## src/rtl/mac_layer_sequencer_if.sv

```systemverilog
// Host-side byte stream and result stream of the MAC layer sequencer.
// slave is the sequencer's view; master is the host/consumer view.
interface mac_layer_sequencer_if #(
    parameter int CNT_W = 4
) ();
    logic [7:0]       in_byte;
    logic             in_valid;
    logic             in_ready;
    logic [17:0]      out_result;
    logic [CNT_W-1:0] out_index;
    logic             out_valid;
    logic             out_ready;

    modport slave (
        input  in_byte, in_valid, out_ready,
        output in_ready, out_result, out_index, out_valid
    );

    modport master (
        output in_byte, in_valid, out_ready,
        input  in_ready, out_result, out_index, out_valid
    );
endinterface

```

## src/rtl/mac_layer_sequencer.sv

```systemverilog
// Sequences a TAPS-lane dot-product MAC over one layer: shared input vector, then one
// weight vector and one result per neuron. Optional ACT_THRESH_EN adds a thresholded ReLU.
module mac_layer_sequencer #(
    parameter int TAPS    = 4,
    parameter int CNT_W   = 4,
    parameter int MAC_LAT = 2
) (
    input  logic                  clk,
    input  logic                  rst_n,
    input  logic                  start,
    input  logic [CNT_W-1:0]      cfg_neurons,
`ifdef ACT_THRESH_EN
    input  logic [17:0]           cfg_thresh,
`endif
    mac_layer_sequencer_if.slave  bus,
    output logic [7:0]            mac_byte,
    output logic                  mac_data_we,
    output logic                  mac_wt_we,
    input  logic [17:0]           mac_result,
    output logic                  busy,
    output logic                  done
);
    localparam int BYTE_W = (TAPS > 1) ? $clog2(TAPS) : 1;
    localparam int WAIT_W = (MAC_LAT > 1) ? $clog2(MAC_LAT) : 1;
    localparam logic [BYTE_W-1:0] LAST_BYTE = BYTE_W'(TAPS - 1);
    localparam logic [WAIT_W-1:0] LAST_WAIT = WAIT_W'(MAC_LAT - 1);

    typedef enum logic [2:0] {
        S_IDLE, S_LOAD_X, S_LOAD_W, S_WAIT, S_OUT, S_FIN
    } state_e;

    state_e            state_q, state_d;
    logic [BYTE_W-1:0] byte_cnt_q, byte_cnt_d;
    logic [WAIT_W-1:0] wait_cnt_q, wait_cnt_d;
    logic [CNT_W-1:0]  count_q, count_d;
    logic [CNT_W-1:0]  idx_q, idx_d;
    logic [CNT_W-1:0]  out_index_q, out_index_d;
    logic [17:0]       out_result_q, out_result_d;
    logic              out_valid_q, out_valid_d;
    logic              in_ready_q, in_ready_d;
    logic              busy_q, busy_d;
    logic              done_q, done_d;
    logic              accept;
    logic [17:0]       act_result;

`ifdef ACT_THRESH_EN
    logic [17:0]       thresh_q, thresh_d;
    assign act_result = (mac_result >= thresh_q) ? mac_result : 18'd0;
`else
    assign act_result = mac_result;
`endif

    // Bytes pass straight through to the MAC; in_ready is only high in the two load
    // states, so the two write enables are mutually exclusive by construction.
    assign accept      = bus.in_valid & in_ready_q;
    assign mac_byte    = bus.in_byte;
    assign mac_data_we = accept & (state_q == S_LOAD_X);
    assign mac_wt_we   = accept & (state_q == S_LOAD_W);

    assign bus.in_ready   = in_ready_q;
    assign bus.out_result = out_result_q;
    assign bus.out_index  = out_index_q;
    assign bus.out_valid  = out_valid_q;
    assign busy           = busy_q;
    assign done           = done_q;

    always_comb begin
        // NOTE: every variable gets its hold value first so no path leaves it unassigned (no latches).
        state_d      = state_q;
        byte_cnt_d   = byte_cnt_q;
        wait_cnt_d   = wait_cnt_q;
        count_d      = count_q;
        idx_d        = idx_q;
        out_index_d  = out_index_q;
        out_result_d = out_result_q;
        out_valid_d  = out_valid_q;
`ifdef ACT_THRESH_EN
        thresh_d     = thresh_q;
`endif
        case (state_q)
            S_IDLE: begin
                if (start) begin
                    count_d    = cfg_neurons;
                    idx_d      = '0;
                    byte_cnt_d = '0;
`ifdef ACT_THRESH_EN
                    thresh_d   = cfg_thresh;
`endif
                    state_d    = (cfg_neurons == '0) ? S_FIN : S_LOAD_X;
                end
            end
            S_LOAD_X, S_LOAD_W: begin
                if (accept) begin
                    if (byte_cnt_q == LAST_BYTE) begin
                        byte_cnt_d = '0;
                        wait_cnt_d = '0;
                        state_d    = (state_q == S_LOAD_X) ? S_LOAD_W : S_WAIT;
                    end else begin
                        byte_cnt_d = byte_cnt_q + 1'b1;
                    end
                end
            end
            S_WAIT: begin
                if (wait_cnt_q == LAST_WAIT) begin
                    out_result_d = act_result;
                    out_index_d  = idx_q;
                    out_valid_d  = 1'b1;
                    state_d      = S_OUT;
                end else begin
                    wait_cnt_d = wait_cnt_q + 1'b1;
                end
            end
            S_OUT: begin
                // The input vector stays in the MAC, so the next neuron only reloads weights.
                if (bus.out_ready) begin
                    out_valid_d = 1'b0;
                    idx_d       = idx_q + 1'b1;
                    state_d     = (CNT_W'(idx_q + 1'b1) == count_q) ? S_FIN : S_LOAD_W;
                end
            end
            S_FIN:   state_d = S_IDLE;
            default: state_d = S_IDLE;
        endcase

        in_ready_d = (state_d == S_LOAD_X) || (state_d == S_LOAD_W);
        busy_d     = (state_d != S_IDLE);
        done_d     = (state_d == S_FIN);
    end

    // NOTE: state is updated with non-blocking assignments so every flop samples pre-edge values.
    always_ff @(posedge clk) begin
        if (!rst_n) begin
            state_q      <= S_IDLE;
            byte_cnt_q   <= '0;
            wait_cnt_q   <= '0;
            count_q      <= '0;
            idx_q        <= '0;
            out_index_q  <= '0;
            out_result_q <= '0;
            out_valid_q  <= 1'b0;
            in_ready_q   <= 1'b0;
            busy_q       <= 1'b0;
            done_q       <= 1'b0;
`ifdef ACT_THRESH_EN
            thresh_q     <= '0;
`endif
        end else begin
            state_q      <= state_d;
            byte_cnt_q   <= byte_cnt_d;
            wait_cnt_q   <= wait_cnt_d;
            count_q      <= count_d;
            idx_q        <= idx_d;
            out_index_q  <= out_index_d;
            out_result_q <= out_result_d;
            out_valid_q  <= out_valid_d;
            in_ready_q   <= in_ready_d;
            busy_q       <= busy_d;
            done_q       <= done_d;
`ifdef ACT_THRESH_EN
            thresh_q     <= thresh_d;
`endif
        end
    end
endmodule

```

## src/flat_wrapper.sv

```systemverilog
// flat-port wrapper written by rule: the top's interface ports become plain ports
module mac_layer_sequencer_flat 
#(
    parameter int TAPS    = 4,
    parameter int CNT_W   = 4,
    parameter int MAC_LAT = 2
)
  (clk, rst_n, start, cfg_neurons, mac_byte, mac_data_we, mac_wt_we, mac_result, busy, done, bus_in_byte, bus_in_valid, bus_out_ready, bus_in_ready, bus_out_result, bus_out_index, bus_out_valid);
  mac_layer_sequencer_if #(.CNT_W(CNT_W)) bus_i ();
  input  logic clk;
  input  logic rst_n;
  input  logic start;
  input  logic [CNT_W-1:0] cfg_neurons;
  output logic [7:0] mac_byte;
  output logic mac_data_we;
  output logic mac_wt_we;
  input  logic [17:0] mac_result;
  output logic busy;
  output logic done;
  input wire logic [$bits(bus_i.in_byte)-1:0] bus_in_byte;
  input wire logic [$bits(bus_i.in_valid)-1:0] bus_in_valid;
  input wire logic [$bits(bus_i.out_ready)-1:0] bus_out_ready;
  output wire logic [$bits(bus_i.in_ready)-1:0] bus_in_ready;
  output wire logic [$bits(bus_i.out_result)-1:0] bus_out_result;
  output wire logic [$bits(bus_i.out_index)-1:0] bus_out_index;
  output wire logic [$bits(bus_i.out_valid)-1:0] bus_out_valid;
  assign bus_i.in_byte = bus_in_byte;
  assign bus_i.in_valid = bus_in_valid;
  assign bus_i.out_ready = bus_out_ready;
  assign bus_in_ready = bus_i.in_ready;
  assign bus_out_result = bus_i.out_result;
  assign bus_out_index = bus_i.out_index;
  assign bus_out_valid = bus_i.out_valid;
  mac_layer_sequencer #(.TAPS(TAPS), .CNT_W(CNT_W), .MAC_LAT(MAC_LAT)) u_core (.clk(clk), .rst_n(rst_n), .start(start), .cfg_neurons(cfg_neurons), .bus(bus_i), .mac_byte(mac_byte), .mac_data_we(mac_data_we), .mac_wt_we(mac_wt_we), .mac_result(mac_result), .busy(busy), .done(done));
endmodule
```

## config.mk

```make
export PLATFORM = sky130hd
export DESIGN_NAME = mac_layer_sequencer_flat
export DESIGN_NICKNAME = d
export VERILOG_FILES = /design/src/rtl/mac_layer_sequencer_if.sv /design/src/rtl/mac_layer_sequencer.sv /design/src/flat_wrapper.sv
export SDC_FILE = /design/constraint.sdc
export NUM_CORES = 1
export LEC_CHECK = 0
export BUFFER_PORTS_ARGS = -buffer_cell sky130_fd_sc_hd__clkbuf_2
export CAP_MARGIN = 0
export CORE_MARGIN = 3
export CORE_UTILIZATION = 25
export CTS_BUF_LIST = sky130_fd_sc_hd__clkbuf_2
export CTS_CLUSTER_DIAMETER = 60
export DETAILED_ROUTE_END_ITERATION = 7
export SLEW_MARGIN = 5
export SYNTH_ARGS = -nofsm -noshare
export SYNTH_HDL_FRONTEND = slang
export SYNTH_SLANG_ARGS = --single-unit
export TNS_END_PERCENT = 50
```

## constraint.sdc

```tcl
create_clock -name clk -period 1.8 [get_ports clk]
set_input_delay 0.36 -clock clk [delete_from_list [all_inputs] [get_ports clk]]
set_output_delay 0.36 -clock clk [all_outputs]
set_load 0.05 [all_outputs]
```

==> results.tsv <==
metric	value	unit
cap_violations	0	
dp_hpwl	3410	um
layout_min_cycle_time	1.75	ns
grt_use_total	11.3	%
global_route_wire_length_before_repair	7930	um
grtUsageMet2	18.2	%
path_class	reg -> reg	
mapped_nets	267	
grt.met1_usage	14.3	%
synthToLayoutAreaGrowth	26.7	%
drt.antenna.violating_nets	0	
worst_hold_path.endpoint	u_core.bus.out_result[2]	
p_comb_share	9.7	%
cell_area_reported_after_detailed_placement	2300	um2
peakVddDrop	0.286	mV
status	finished, final reports clean	
clkSlewWorstSetupHoldPaths	0.22	ns
average_cell_area_after_synthesis	8.37	um2
power_frac_clock	33.8	%
die_width	93.7	um
endpoint_kind	register	
yosys_register_bits	40	
hold_path.startpoint	mac_result[2]	
r2r_start	u_core.state_q[1]	
initial_utilization	26.1	%
critPathRequiredTime	2.17	ns
clock_sinks	40	
cellInternalPower	1210	uW
initialDrtViolationCount	53	
maxClockFrequency	0.573	GHz
r2r_setup_slack	0.05	ns
grt_setup_unrepaired	true	
drt_pass1_iterations	6	
post_drt_wl_per_cell	12.3	um
finalHoldViolCount	0	
grt.met3_usage	3.93	%
clk_root_buffer_cell	sky130_fd_sc_hd__clkbuf_2	
grt_total_ovfl	0	
total_leakage_power	0.000994	uW
final.hold.worst_slack	0.147	ns
core	7370	um2
postLayoutCoreUtil	33.1	%
ioPinCount	71	
yosysTopAreaCellShare	41.6	%
worst_slew_margin_rel	70.5	%
clock_tree.htree_level_count	2	
detail_route.vias_per_cell	4.56	
setup_total_negative_slack	0	ns
postSynth.asyncResetShare	0	%
via_count_of_the_routed_design	1741	
worstRegToRegCells	5	
holdPathStages	3	
number_of_instances_in_the_placed_design	371	
gp_congestion	0.782	
slew_at_the_pin_closest_to_its_max_slew_limit	0.438	ns
fin_skew	0.0228	ns
clock_path_buffers	2	
period_share	97.0	%
design_area	2440	um2
critPathLaunchType	register	
cp_max_fo	11	
power_density	661	nW/um2
synth-warning-count	0	
numCtsBuffers	5	
numPortBuffers	54	
mappedNetlistArea	1920	um2
timing.hold.worst.class	in -> reg	
die-area	8790	um2
antennaDiodeCount	0	
rr_endpoint	u_core.idx_q[3]	
filler_cell_count	806	
yosys_most_used_dff	sky130_fd_sc_hd__dfxtp_1	
synth_cells	230	
worst_skew_pair.late_latency	0.40	ns
post_route_cells_drive_above_1_share	31.4	%
nNetsFinal	319	
globalRoute.busiestLayer	met2	
seq_area_frac_synth	41.6	%
drt_wl_total	4690	um
worst_ep_arrival	2.12	ns
layout.cells.non_filler	382	
power.share.switching	24.7	%
setup-violations-final	0	
synth.largest_area_cell	sky130_fd_sc_hd__dfxtp_1	
antenna_found_initial	0	
grt_start_max_net_pins	31	
row_count	31	
synth_cell_type_count	43	
timing.final.max_slew_violations	0	
synth.area.top_cells	sky130_fd_sc_hd__dfxtp_1 (42%), sky130_fd_sc_hd__a21boi_0 (12%), sky130_fd_sc_hd__nand2_1 (12%), sky130_fd_sc_hd__buf_4 (3.1%), sky130_fd_sc_hd__a21oi_1 (1.8%)	
switching_power	398	uW
vertical_die_dimension	93.7	um
power_frac_seq	56.5	%
synth_edf_count	0	
drc	0	
first_global_vias	1733	
cts_tree	built	
==> logic make-up after synthesis <==
| group | count (synthesis) | synth area share (%) |
|---|---|---|
| compound gates | 53 | 19.7 |
| xor+xnor | 5 | 3.06 |
| fa+ha+maj | 2 | 1.30 |
| buf+inv | 25 | 7.22 |
| flops | 40 | 41.6 |
| mux | 1 | 0.520 |
| simple gates | 104 | 26.6 |
==> layout make-up <==
| type | instances | area (um2) | share of cell area [%] |
|---|---|---|---|
| inverters | 1 | 3.75 | 0.154 |
| repair buffers | 69 | 414 | 17.0 |
| clock buffers | 6 | 30.0 | 1.23 |
| multi-input cells | 165 | 1020 | 41.9 |
| clock inverters | 2 | 35.0 | 1.44 |
| flip-flops and latches | 40 | 811 | 33.2 |
| well taps | 99 | 124 | 5.08 |
==> power groups by stage <==
stage / clock (uW) / sequential [uW] / combinational, uW
floorplan: 0 / 938 / 124
global placement: 0 / 926 / 153
detailed placement: 0 / 926 / 154
CTS: 571 / 912 / 158
global route: 608 / 914 / 172
finish: 544 / 911 / 156
==> layout by cell type, fill, tap and decap left out, types with 4 or more instances in the layout <==
cell type,n
sky130_fd_sc_hd__a21boi_0,30
sky130_fd_sc_hd__a21oi_1,7
sky130_fd_sc_hd__buf_4,14
sky130_fd_sc_hd__clkbuf_2,58
sky130_fd_sc_hd__dfxtp_1,36
sky130_fd_sc_hd__nand2_1,59
sky130_fd_sc_hd__nand3_1,6
sky130_fd_sc_hd__nor2_1,5
sky130_fd_sc_hd__nor2b_1,4
sky130_fd_sc_hd__nor3_1,4
sky130_fd_sc_hd__o21a_1,4
sky130_fd_sc_hd__o21ai_0,4
==> stage by stage <==
stage                     worst slack [ns]  total power (uW)
final                               0.0549              1610
after global routing              -0.00295              1690
after CTS                           0.0258              1640
after detailed placement             0.157              1080
after global placement               0.156              1080
after floorplan                     -0.103              1060
==> layer usage <==
metal | wire [um] | vias up | part of all wire (%)
met4 | 13 | 0 | 0.28
met3 | 333 | 4 | 7.1
met2 | 2210 | 44 | 47
met5 | 0 | - | 0
met1 | 2130 | 814 | 45
li1 | - | 879 | -
==> worst max-delay path, cell delays in order, from the launching register on <==
cell and delay [ns]:
sky130_fd_sc_hd__dfxtp_4 0.39, sky130_fd_sc_hd__buf_4 0.15, sky130_fd_sc_hd__or4b_4 0.63, sky130_fd_sc_hd__a211o_1 0.32, sky130_fd_sc_hd__a21oi_1 0.12, sky130_fd_sc_hd__o21a_1 0.13
==> what timing repair did <==
item / in CTS / in global routing
setup buffers: 4 / 0
pin swaps: 1 / 2
setup endpoints to repair: 2 / 5
hold buffers: 0 / 0
resized for setup: 10 / 5
==> registers in the layout, summed over array words and instances (netlist names) <==
signal                 flops
u_core.idx_q               4
u_core.done                1
u_core.bus.out_index       4
u_core.bus.out_result     18
u_core.wait_cnt_q          1
u_core.bus.in_ready        1
u_core.busy                1
u_core.byte_cnt_q          2
u_core.state_q             3
u_core.bus.out_valid       1
u_core.count_q             4
==> synthesized netlist by cell type, types with 2 or more instances <==
cell type	count
sky130_fd_sc_hd__and3_1	3
sky130_fd_sc_hd__and2_1	3
sky130_fd_sc_hd__or3_1	3
sky130_fd_sc_hd__nor3_1	6
sky130_fd_sc_hd__a211o_1	2
sky130_fd_sc_hd__nand2b_1	4
sky130_fd_sc_hd__nor2_1	5
sky130_fd_sc_hd__nand2_1	59
sky130_fd_sc_hd__xnor2_1	3
sky130_fd_sc_hd__a21boi_0	30
sky130_fd_sc_hd__o21a_1	4
sky130_fd_sc_hd__clkbuf_1	8
sky130_fd_sc_hd__dfxtp_1	40
sky130_fd_sc_hd__nand3_1	6
sky130_fd_sc_hd__buf_2	5
sky130_fd_sc_hd__o21ai_0	4
sky130_fd_sc_hd__nand4b_1	2
sky130_fd_sc_hd__a21oi_1	7
sky130_fd_sc_hd__nor2b_1	4
sky130_fd_sc_hd__buf_4	8
sky130_fd_sc_hd__ha_1	2
==> worst max-delay path by stage <==
stage,startpoint,to,slack (ns)
2_1_floorplan,u_core.bus.in_ready,mac_data_we,-0.10
3_3_place_gp,start,u_core.idx_q[3],0.16
3_5_place_dp,start,u_core.idx_q[3],0.16
4_1_cts,u_core.bus.in_ready,mac_wt_we,0.03
5_1_grt,u_core.state_q[1],mac_data_we,-0.003
6_report,u_core.state_q[1],u_core.idx_q[3],0.05
No activity file was read; power rests on OpenSTA's default activity.
